[config.mk]
export PLATFORM = sky130hd
export DESIGN_NAME = lsu_slave_port
export DESIGN_NICKNAME = d
export VERILOG_FILES = /design/src/rtl/lsu_slave_port.sv
export SDC_FILE = /design/constraint.sdc
export NUM_CORES = 1
export LEC_CHECK = 0
export ABC_AREA = 1
export CORE_ASPECT_RATIO = 1.1
export CORE_MARGIN = 5
export CORE_UTILIZATION = 32
export CTS_CLUSTER_DIAMETER = 30
export DETAILED_ROUTE_END_ITERATION = 10
export PLACE_DENSITY = 0.58
export SYNTH_ARGS = -nofsm -noshare
export SYNTH_HDL_FRONTEND = slang
export SYNTH_SLANG_ARGS = --single-unit
[constraint.sdc]
create_clock -name clk -period 4.15 [get_ports clk]
set_clock_uncertainty 0.15 [all_clocks]
set_input_delay 1.0375 -clock clk [delete_from_list [all_inputs] [get_ports clk]]
set_output_delay 1.0375 -clock clk [all_outputs]
set_load 0.01 [all_outputs]
[src/rtl/lsu_slave_port.sv]
// Responder end of the LSU req/gnt/rvalid handshake backing a small byte-enabled scratch register bank.
// One transaction in flight, fixed wait states, one-cycle response strobe.
module lsu_slave_port #(
   parameter int ADDR_W      = 20,
   parameter int NREGS       = 16,
   parameter int WAIT_CYCLES = 1
) (
   input  logic        clk,
   input  logic        rst,
   input  logic        data_req_i,
   input  logic [31:0] data_addr_i,
   input  logic        data_we_i,
   input  logic [3:0]  data_be_i,
   input  logic [31:0] data_wdata_i,
   output logic        data_gnt_o,
   output logic        data_rvalid_o,
   output logic [31:0] data_rdata_o,
   output logic        data_err_o,
   output logic        busy_o
);

   localparam int         IDX_W     = $clog2(NREGS);
   localparam logic [3:0] WAIT_LD   = 4'(WAIT_CYCLES);
   localparam bit         ZERO_WAIT = (WAIT_CYCLES == 0);

   typedef enum logic [1:0] {S_IDLE = 2'd0, S_WAIT = 2'd1, S_RESP = 2'd2} state_t;

   state_t             state_r, state_nxt_s;
   logic [3:0]         wait_cnt_r;
   logic [IDX_W-1:0]   idx_r;
   logic               we_r, rng_r;
   logic [3:0]         be_r;
   logic [31:0]        wdata_r;
   logic [31:0]        regs_r [NREGS];
   logic               rvalid_r, err_r, busy_r;
   logic [31:0]        rdata_r;

   logic               gnt_s, req_rng_s, commit_s, enter_resp_s;
   logic [ADDR_W-1:0]  slot_addr_s;
   logic [IDX_W-1:0]   req_idx_s, lk_idx_s;
   logic               lk_we_s, lk_rng_s;
   logic [31:0]        merged_s, lk_word_s;
   logic               unused_addr_s;

   function automatic logic [31:0] merge_bytes(input logic [31:0] old_w, input logic [31:0] new_w,
                                               input logic [3:0] be);
      logic [31:0] res;
      for (int b = 0; b < 4; b++) begin
         res[8*b +: 8] = be[b] ? new_w[8*b +: 8] : old_w[8*b +: 8];
      end
      return res;
   endfunction

   assign unused_addr_s = ^{data_addr_i[31:ADDR_W], data_addr_i[1:0]};
   assign slot_addr_s   = data_addr_i[ADDR_W-1:0];
   assign req_idx_s     = data_addr_i[IDX_W+1:2];
   assign req_rng_s     = ((slot_addr_s >> (IDX_W + 2)) == {ADDR_W{1'b0}});
   assign gnt_s         = data_req_i & ((state_r == S_IDLE) | (state_r == S_RESP));
   assign commit_s      = (state_r == S_RESP) & we_r & rng_r;
   assign merged_s      = merge_bytes(regs_r[idx_r], wdata_r, be_r);

   // Next-state decode; entering RESP is where the response is captured.
   always_comb begin
      state_nxt_s = state_r;
      case (state_r)
         S_IDLE: begin
            if (gnt_s) state_nxt_s = ZERO_WAIT ? S_RESP : S_WAIT;
            else       state_nxt_s = S_IDLE;
         end
         S_WAIT: begin
            if (wait_cnt_r == 4'd1) state_nxt_s = S_RESP;
            else                    state_nxt_s = S_WAIT;
         end
         S_RESP: begin
            if (gnt_s) state_nxt_s = ZERO_WAIT ? S_RESP : S_WAIT;
            else       state_nxt_s = S_IDLE;
         end
         default: state_nxt_s = S_IDLE;
      endcase
   end

   // Response lookup: from WAIT use the latched request, otherwise the one being granted now.
   // A write committing in this same RESP cycle is forwarded so a back-to-back read sees it.
   always_comb begin
      enter_resp_s = (state_nxt_s == S_RESP);
      if (state_r == S_WAIT) begin
         lk_idx_s = idx_r;
         lk_we_s  = we_r;
         lk_rng_s = rng_r;
      end else begin
         lk_idx_s = req_idx_s;
         lk_we_s  = data_we_i;
         lk_rng_s = req_rng_s;
      end
      if (commit_s && (idx_r == lk_idx_s)) lk_word_s = merged_s;
      else                                 lk_word_s = regs_r[lk_idx_s];
   end

   // Handshake state, request latch, wait counter and registered response outputs.
   always_ff @(posedge clk) begin
      if (rst) begin
         state_r    <= S_IDLE;
         busy_r     <= 1'b0;
         wait_cnt_r <= 4'd0;
         idx_r      <= {IDX_W{1'b0}};
         we_r       <= 1'b0;
         rng_r      <= 1'b0;
         be_r       <= 4'd0;
         wdata_r    <= 32'd0;
         rvalid_r   <= 1'b0;
         err_r      <= 1'b0;
         rdata_r    <= 32'd0;
      end else begin
         state_r <= state_nxt_s;
         busy_r  <= (state_nxt_s != S_IDLE);
         if (gnt_s) begin
            idx_r      <= req_idx_s;
            we_r       <= data_we_i;
            rng_r      <= req_rng_s;
            be_r       <= data_be_i;
            wdata_r    <= data_wdata_i;
            wait_cnt_r <= WAIT_LD;
         end else if (state_r == S_WAIT) begin
            wait_cnt_r <= wait_cnt_r - 4'd1;
         end else begin
            wait_cnt_r <= wait_cnt_r;
         end
         if (enter_resp_s) begin
            rvalid_r <= 1'b1;
            err_r    <= ~lk_rng_s;
            rdata_r  <= (lk_rng_s && !lk_we_s) ? lk_word_s : 32'd0;
         end else begin
            rvalid_r <= 1'b0;
            err_r    <= 1'b0;
            rdata_r  <= 32'd0;
         end
      end
   end

   // Register bank; a write lands only in its RESP cycle, so reset there discards it.
   always_ff @(posedge clk) begin
      if (rst) begin
         for (int i = 0; i < NREGS; i++) regs_r[i] <= 32'd0;
      end else if (commit_s) begin
         regs_r[idx_r] <= merged_s;
      end else begin
         regs_r[idx_r] <= regs_r[idx_r];
      end
   end

   assign data_gnt_o    = gnt_s;
   assign data_rvalid_o = rvalid_r;
   assign data_rdata_o  = rdata_r;
   assign data_err_o    = err_r;
   assign busy_o        = busy_r;

endmodule

Word level (Yosys, flattened, before mapping). Memories as Yosys holds them, arrays and structs flattened. A register that Yosys moved wholly into a read port is not among the register bits. Index checks and enable logic that the tools add are counted.

Flip-flop bits (word level): 51. Memory bits (writable): 512. Bits of input ports: 72. Output and inout port bits: 36. Logic and storage cells: 63. Memories kept: 1.

Add/subtract/negate cells: 1. Eq/ne operators: 4. Multiplexer cells: 27. Bitwise gates (word level): 8. Reduce and logical (&&, ||, !) cells: 11.

Memory list: regs_r (words 16, width 32, rd ports 2, clocked after Yosys merged registers in 2, wr ports 16, line 34) `logic [31:0] regs_r [NREGS];`.

Operators with widths (number): two-way mux 32 bit (2); two-way mux 8 bit (4); OR reduction 32 bit (1); zero test 20 bit (1); two-way mux 4 bit (4); two-way mux 1 bit (15); OR reduction 2 bit (3); equality test 2 bit (second input constant) (2); equality test 4 x 1 -> 1 bit (second input constant) (1); case mux 2 bit (2 select lines) (1); nonzero test 2 bit (2); subtractor 4 x 1 -> 4 bit (second input constant) (1); bitwise AND 1 bit (3); inverter 1 bit (3); OR reduction 3 bit (1); equality test 2 x 1 -> 1 bit (second input constant) (1); zero test 2 bit (1); two-way mux 2 bit (1); bitwise OR 1 bit (2); logical AND 1 bit (1); zero test 1 bit (1).

Depth between registers and ports, before layout. Gate-level depths: netlist of run 1.

Depth after elaboration: 9. Gate-level depth with buffers: 13. Depth with buffers taken out: 11.

Worst setup path after synthesis of run 1. No wires, ideal clock.

Path kind: input to register. Start point: input rst. End point: memory regs_r[4][0], enable pin. Library setup time: 389 ps. Arrival time: 2611 ps. Data required time: 3611 ps. Slack: 999 ps. Stages on the path: 7. Path buffers: 2. Cells stage by stage: inv_1 -> buf_2 -> nand2_1 -> nor2_1 -> nand2_1 -> clkbuf_1 -> nand2_1.

RTL lines: from (decl) (line 9) `input logic rst,`; to (decl) (line 34).

Final worst setup path of run 1.
Start point: register state_r[1]. End point: register rdata_r[4] (netlist: data_rdata_o[4]) (read register of regs_r).

Word-level cells in the longest chain between the ends: 8. Elaborated cells between the ends (all ways): 17. Those cells by class: eq/ne: 3; mux: 5; bitwise: 4; reduce/logical: 5.

Ends and longest elaborated chain: from (decl) (line 28) `state_t state_r, state_nxt_s;`; from (signal assigned) (line 114) `state_r <= state_nxt_s;`; equality test 2 bit or zero test 2 bit (tied branches) (line 58, 65); bitwise OR 1 bit (line 58) `assign gnt_s = data_req_i & ((state_r == S_IDLE) | (state_r == S_RESP));`; bitwise AND 1 bit (line 58); two-way mux 1 bit (line 67, 75); case mux 2 bit (2 select lines) (line 65) `case (state_r)`; equality test 2 bit (line 85) `enter_resp_s = (state_nxt_s == S_RESP);`; inverter 1 bit (no source line); OR reduction 3 bit (no source line); to (decl) (line 36) `logic [31:0] rdata_r;`.

Parallel ways exist; a longest one is shown, timed or not. A chain may end at the register's enable or synchronous reset.

==> results.sh, run 1 <==
export IMPL_grt_pass1_vias=28900
export IMPL_cts_resized=0
export IMPL_critical_path_max_fanout=76
export IMPL_dieArea_um2=109000
export IMPL_cts_tree="built"
export IMPL_worstSetupEndpointType="flop"
export IMPL_synthMuxAreaShare_pct=0
export IMPL_dp_slack_ns=0.433
export IMPL_ff2ff_path_depth=11
export IMPL_yosys_area_share_adder_pct=0.0766
export IMPL_insertion_delay_ns=0.71
export IMPL_die_h_um=345
export IMPL_fp_dieW_um=315
export IMPL_p_leak_uw=0.0162
export IMPL_ys_warn_count=0
export IMPL_critPathMaxStageDelay_ns=1.01
export IMPL_drt_iter0_markers=3438
export IMPL_syn_to_final_growth_pct=21.2
export IMPL_grt_pass1_wl_um=179000
export IMPL_synth_edf_count=512
export IMPL_ir_drop_mv=0.384
export IMPL_grt_antenna_before_repair=0
export IMPL_hp_class="flop to flop"
export IMPL_min_path_cells=2
export IMPL_core_um2=102000
export IMPL_synth_cell_types=31
export IMPL_drcViolationCount=0
export IMPL_power_density_nw_per_um2=548
export IMPL_vias=29300
export IMPL_setup_tns_ns=0
export IMPL_synth_area_um2=32700
export IMPL_status="finished, final reports clean"
export IMPL_worst_pin_slew_ns=1.22
export IMPL_h_tree_depth=4
export IMPL_drive_gt1_share_pct=9.92
export IMPL_fmax_ghz=0.297
export IMPL_rows=123
export IMPL_clock_path_buffers=3
export IMPL_critical_path_cell_chain="inv_1 -> nand3_4 -> buf_4 -> buf_4 -> nand3_1 -> nand3_1 -> nand2_1 -> nand2_1 -> nand3_1 -> nand2_1 -> nor2_1"
export IMPL_synthTopCellsByArea="edfxtp_1 (47%), nand3_1 (12%), nand2_1 (8.3%)"
export IMPL_synth_seq_cells=599
export IMPL_cp_data_required_time_ns=4.57
export IMPL_slew_headroom_pct=18.3
export IMPL_wirelength_um=122000
export IMPL_synth_cells=4129
export IMPL_rsz0062_at_grt="false"
export IMPL_hold_buffers=0
export IMPL_cts_setup_buffers=0
export IMPL_start_util_pct=32.1
export IMPL_fin_ws_ns=0.778
export IMPL_slowest_stage="buf_4"
export IMPL_cts_root_buffer="clkbuf_16"
export IMPL_seq_area_frac_synth_pct=52.4
export IMPL_ant_nets=0
export IMPL_ios=108
export IMPL_synthTopCellsByCount="nand3_1 (795), nand2_1 (724), inv_1 (565)"
export IMPL_firstDrtPassIters=8
export IMPL_globalRouteOverflowTotal=0
export IMPL_post_dp_hpwl_um=66000
export IMPL_viasPerCell=5.22
export IMPL_critPathBufInv=3
export IMPL_slew_viol_final=0
export IMPL_synth_top_area_cell="edfxtp_1"
export IMPL_portBuffers=93
export IMPL_crit_cells=11
export IMPL_gr_usage_all_layers_pct=21.8
export IMPL_nNetsFinal=4218
export IMPL_path_class="flop to flop"
export IMPL_crit_arrival_ns=3.79
export IMPL_grt_start_max_net_pins=183
export IMPL_yosys_area_share_simple_pct=28.0
export IMPL_avgSynthCellArea_um2=7.92
export IMPL_post_drt_wl_per_cell_um=21.7
export IMPL_post_synth_top_count_cell="nand3_1"
export IMPL_synth_xor_area_share_pct=0
export IMPL_synth_compound_area_share_pct=8.03
export IMPL_max_cap_violations=0
export IMPL_clkTransAtPathRegs_ns=0.04
export IMPL_finalCriticalPeriod_ns=3.37
export IMPL_synth_top_family_by_area="simple AND/OR/NAND/NOR gates"
export IMPL_cts_inserted_buffers=135
export IMPL_cp_start_kind="flop"
export IMPL_period_share_pct=81.2
export IMPL_ys_flop_type="edfxtp_1"
export IMPL_diodes=0
export IMPL_synth_top_area_share_pct=47.0
export IMPL_place_congestion=0.830
export IMPL_setup_violations=0
export IMPL_cts_sinks=599
export IMPL_synth_nets=4203
export IMPL_async_flop_share_pct=0
export IMPL_hold_violations=0
export IMPL_critPathTopFamily="buffers and inverters"
-- placed cells by master, fill, tap and decap left out, types with 3 or more instances in the layout --
master / n
nor2_1: 550
o21ai_1: 29
edfxtp_1: 512
inv_2: 4
bufinv_16: 12
or2_2: 3
o211ai_1: 33
inv_1: 563
clkinv_1: 10
clkbuf_16: 142
o21ai_4: 4
dfxtp_4: 3
nand2_1: 694
nand3_1: 789
clkdlybuf4s50_1: 93
inv_6: 6
nand2_4: 3
clkinv_2: 14
clkinv_4: 6
clkinvlp_4: 9
nand2_2: 64
dfxtp_1: 83
inv_4: 3
nor2_2: 20
o21ai_0: 205
buf_4: 73
nand3_2: 5
clkbuf_1: 26
buf_12: 34
clkbuf_8: 12
a21oi_1: 225
-- final timing paths --
kind                                          startpoint                          to  slack, ns
worst max-delay path               state_r[1]$_SDFF_PP0_  data_rdata_o[4]$_SDFF_PP0_       0.78
worst max register to register     state_r[1]$_SDFF_PP0_  data_rdata_o[4]$_SDFF_PP0_       0.78
worst min-delay path            wdata_r[31]$_SDFFE_PP0P_    wdata_r[31]$_SDFFE_PP0P_       0.33
worst min register to register  wdata_r[31]$_SDFFE_PP0P_    wdata_r[31]$_SDFFE_PP0P_       0.33
-- worst reg2reg max path, stage by stage (launching register included) --
cell     delay, ns
dfxtp_1       0.32
inv_1         0.15
nand3_4       0.12
buf_4         0.66
buf_4         1.02
nand3_1       0.18
nand3_1       0.12
nand2_1       0.07
nand2_1       0.06
nand3_1       0.19
nand2_1       0.13
nor2_1        0.06
-- state kept, by name, indices dropped and copies added, names as in the netlist, 2 cells and up, named ones only --
signal / cells
regs_r: 512
data_rdata_o: 32
wdata_r: 32
be_r: 4
idx_r: 4
wait_cnt_r: 4
state_r: 2
-- area by class of cell --
| cell class | count | area, um^2 |
|---|---|---|
| clock buffers | 180 | 3820 |
| clock inverters | 59 | 664 |
| multi-input cells | 2639 | 12000 |
| inverters | 569 | 2140 |
| well taps | 1375 | 1720 |
| fillers | 10300 | 62300 |
| repair buffers | 200 | 2160 |
| flip-flops and latches | 599 | 17100 |
-- where the power goes --
part | switching (uW) | internal (uW)
logic | 3040 | 1120
registers | 155 | 6900
clock network | 3350 | 7140
-- cells by family after synthesis --
group | count (synthesis)
DFF | 599
AOI/OAI and AO/OA | 503
buffers and inverters | 891
and+or+nand+nor | 2134
adders and majority gates | 2
-- through the flow --
| step | cell area (um^2) | hold WS (ns) | util (%) | total power [uW] | std cells |
|---|---|---|---|---|---|
| after global routing | 39600 | 0.346 | 38.9 | 22500 | 5621 |
| after global placement | 35100 | 0.315 | 34.5 | 11200 | 5382 |
| after detailed placement | 35100 | 0.319 | 34.5 | 11200 | 5382 |
| after CTS | 39600 | 0.328 | 38.9 | 21700 | 5621 |
| after floorplan | 32700 | 0.301 | - | 9860 | 4129 |
| final | 39600 | 0.329 | 38.9 | 21700 | 5621 |
-- metal layers --
metal,share of wire (%),wire [um],track usage (%)
met3,9.4,11500,4.81
met2,47,57400,36.2
met5,0,0,0
met1,36,44200,25.3
met4,7.2,8790,14.3
Power figures use the tool's default switching activity.
==> run 2, diff against run 1 <==
--- a/config.mk
+++ b/config.mk
@@ -11,7 +11,7 @@
 export CORE_UTILIZATION = 32
 export CTS_CLUSTER_DIAMETER = 30
 export DETAILED_ROUTE_END_ITERATION = 10
-export PLACE_DENSITY = 0.58
+export PLACE_DENSITY = 0.6
 export SYNTH_ARGS = -nofsm -noshare
 export SYNTH_HDL_FRONTEND = slang
 export SYNTH_SLANG_ARGS = --single-unit
==> constraint.sdc (replaced) <==
create_clock -name clk -period 2.9 [get_ports clk]
set_clock_uncertainty 0.15 [all_clocks]
set_input_delay 0.725 -clock clk [delete_from_list [all_inputs] [get_ports clk]]
set_output_delay 0.725 -clock clk [all_outputs]
set_load 0.01 [all_outputs]
==> results.sh, run 2 (synthesized netlist as in run 1, its figures left out) <==
export IMPL_max_cap_violations=0
export IMPL_gr_usage_all_layers_pct=22.0
export IMPL_h_tree_depth=4
export IMPL_nNetsFinal=4324
export IMPL_timing_hold_ws_ns=0.326
export IMPL_reg2reg_to="data_rdata_o[6]$_SDFF_PP0_"
export IMPL_die_h_um=345
export IMPL_grt_antenna_before_repair=0
export IMPL_crit_arrival_ns=1.85
export IMPL_final_common_cell="nand3_1"
export IMPL_ff2ff_path_depth=10
export IMPL_syn_to_final_growth_pct=27.5
export IMPL_final_cell_mix="nand3_1 (789), nand2_1 (695), inv_1 (563)"
export IMPL_setup_violations=0
export IMPL_cts_tree="built"
export IMPL_wirelength_um=123000
export IMPL_hold_violations=0
export IMPL_cts_sinks=599
export IMPL_hp_start="wdata_r[28]$_SDFFE_PP0P_"
export IMPL_drcViolationCount=0
export IMPL_largest_register="regs_r"
export IMPL_diodes=0
export IMPL_drt_iter0_markers=3588
export IMPL_rrSetupSlack_ns=0.38
export IMPL_multi_input_area_um2=12000
export IMPL_portBuffers=93
export IMPL_globalRouteOverflowTotal=0
export IMPL_finalCriticalPeriod_ns=2.72
export IMPL_place_congestion=0.856
export IMPL_start_util_pct=32.1
export IMPL_post_drt_wl_per_cell_um=21.5
export IMPL_power_density_nw_per_um2=783
export IMPL_firstDrtPassIters=6
export IMPL_cts_resized=0
export IMPL_placed_area_um2=36900
export IMPL_ios=108
export IMPL_fp_dieW_um=315
export IMPL_worstSetupEndpointType="output pin"
export IMPL_cp_start_kind="input pin"
export IMPL_place_inst=5485
export IMPL_worst_pin_slew_ns=0.714
export IMPL_viasPerCell=5.26
export IMPL_ir_drop_mv=0.477
export IMPL_drive_gt1_share_pct=12.6
export IMPL_finalNonFillerCells=5738
export IMPL_grt_pass1_wl_um=181000
export IMPL_post_dp_hpwl_um=71600
export IMPL_slew_headroom_pct=52.2
export IMPL_period_share_pct=93.9
export IMPL_hold_buffers=0
export IMPL_layout_area_seq_um2=17100
export IMPL_largest_register_ff_count=512
export IMPL_vias=30200
export IMPL_dieArea_um2=109000
export IMPL_critical_path_max_fanout=2
export IMPL_cts_root_buffer="clkbuf_16"
export IMPL_fmax_ghz=0.367
export IMPL_cts_inserted_buffers=138
export IMPL_insertion_delay_ns=0.75
export IMPL_status="finished, final reports clean"
export IMPL_r2r_start="state_r[1]$_SDFF_PP0_"
export IMPL_slew_viol_final=0
export IMPL_rsz0062_at_grt="false"
export IMPL_min_path_cells=2
export IMPL_clock_path_buffers=3
export IMPL_hp_class="flop to flop"
export IMPL_hold_end="wdata_r[28]$_SDFFE_PP0P_"
export IMPL_ant_nets=0
export IMPL_power_uw=32700
export IMPL_grt_start_max_net_pins=80
export IMPL_rows=123
export IMPL_p_leak_uw=0.0172
export IMPL_cts_setup_buffers=0
export IMPL_grt_pass1_vias=29400
export IMPL_fill_cells=10000
export IMPL_core_um2=102000
export IMPL_cp_data_required_time_ns=2.03
export IMPL_final_cell_area_um2=41700
export IMPL_clkTransAtPathRegs_ns=0.04
export IMPL_path_class="input pin to output pin"
run 2: cell types whose count changed in the layout (fill, tap and decap cells not counted), sizes merged:
cell / delta
buf: +103
clkbuf: -23
inv: +3
clkinv: +24
clkinvlp: +5
bufinv: +5
run 2: worst max-delay path, cell delays in order:
cell and delay (ns):
clkdlybuf4s50_1 0.45, nand2_1 0.07, inv_1 0.07, clkdlybuf4s50_1 0.53
run 2: stage by stage:
step / setup WS [ns] / utilization (%) / setup TNS (ns)
2_1_floorplan: 0.0615 / - / 0
3_3_place_gp: -0.0349 / 36.2 / -0.0713
3_5_place_dp: -0.0203 / 36.2 / -0.0847
4_1_cts: 0.163 / 40.9 / 0
5_1_grt: 0.104 / 40.9 / 0
6_report: 0.178 / 40.9 / 0
run 2: power by group:
| group | internal [uW] | total, uW | leakage [uW] | switching (uW) |
|---|---|---|---|---|
| sequential | 9860 | 10100 | 0.00602 | 205 |
| clock | 10500 | 15900 | 0.00231 | 5340 |
| combinational | 2250 | 6720 | 0.00888 | 4470 |
run 2: worst max-delay path by stage:
stage,slack (ns),to,cells after the start,startpoint
detailed placement,-0.02,data_rdata_o[6]$_SDFF_PP0_,11,data_addr_i[3]
global route,0.10,data_gnt_o,4,state_r[0]$_SDFF_PP0_
floorplan,0.06,regs_r[4][0]$_SDFFCE_PN0P_,7,rst
finish,0.18,data_gnt_o,4,data_req_i
CTS,0.16,data_gnt_o,4,state_r[0]$_SDFF_PP0_
global placement,-0.03,data_rdata_o[26]$_SDFF_PP0_,9,data_addr_i[3]
run 2: cell type report:
class / count / share of cell area, %
Timing Repair Buffer: 303 / 9.38
Inverter: 569 / 5.13
Sequential cell: 599 / 41.1
Tap cell: 1375 / 4.13
Multi-Input combinational cell: 2639 / 28.7
Clock buffer: 157 / 8.63
Clock inverter: 96 / 2.91
run 2: per-layer routing:
metal | GRT usage, % | vias to the layer above | routed length, um
li1 | - | 13800 | -
met1 | 25.9 | 14400 | 44800
met2 | 36.9 | 1618 | 59000
met3 | 4.24 | 402 | 11200
met4 | 13.8 | 0 | 8350
met5 | 0 | - | 0
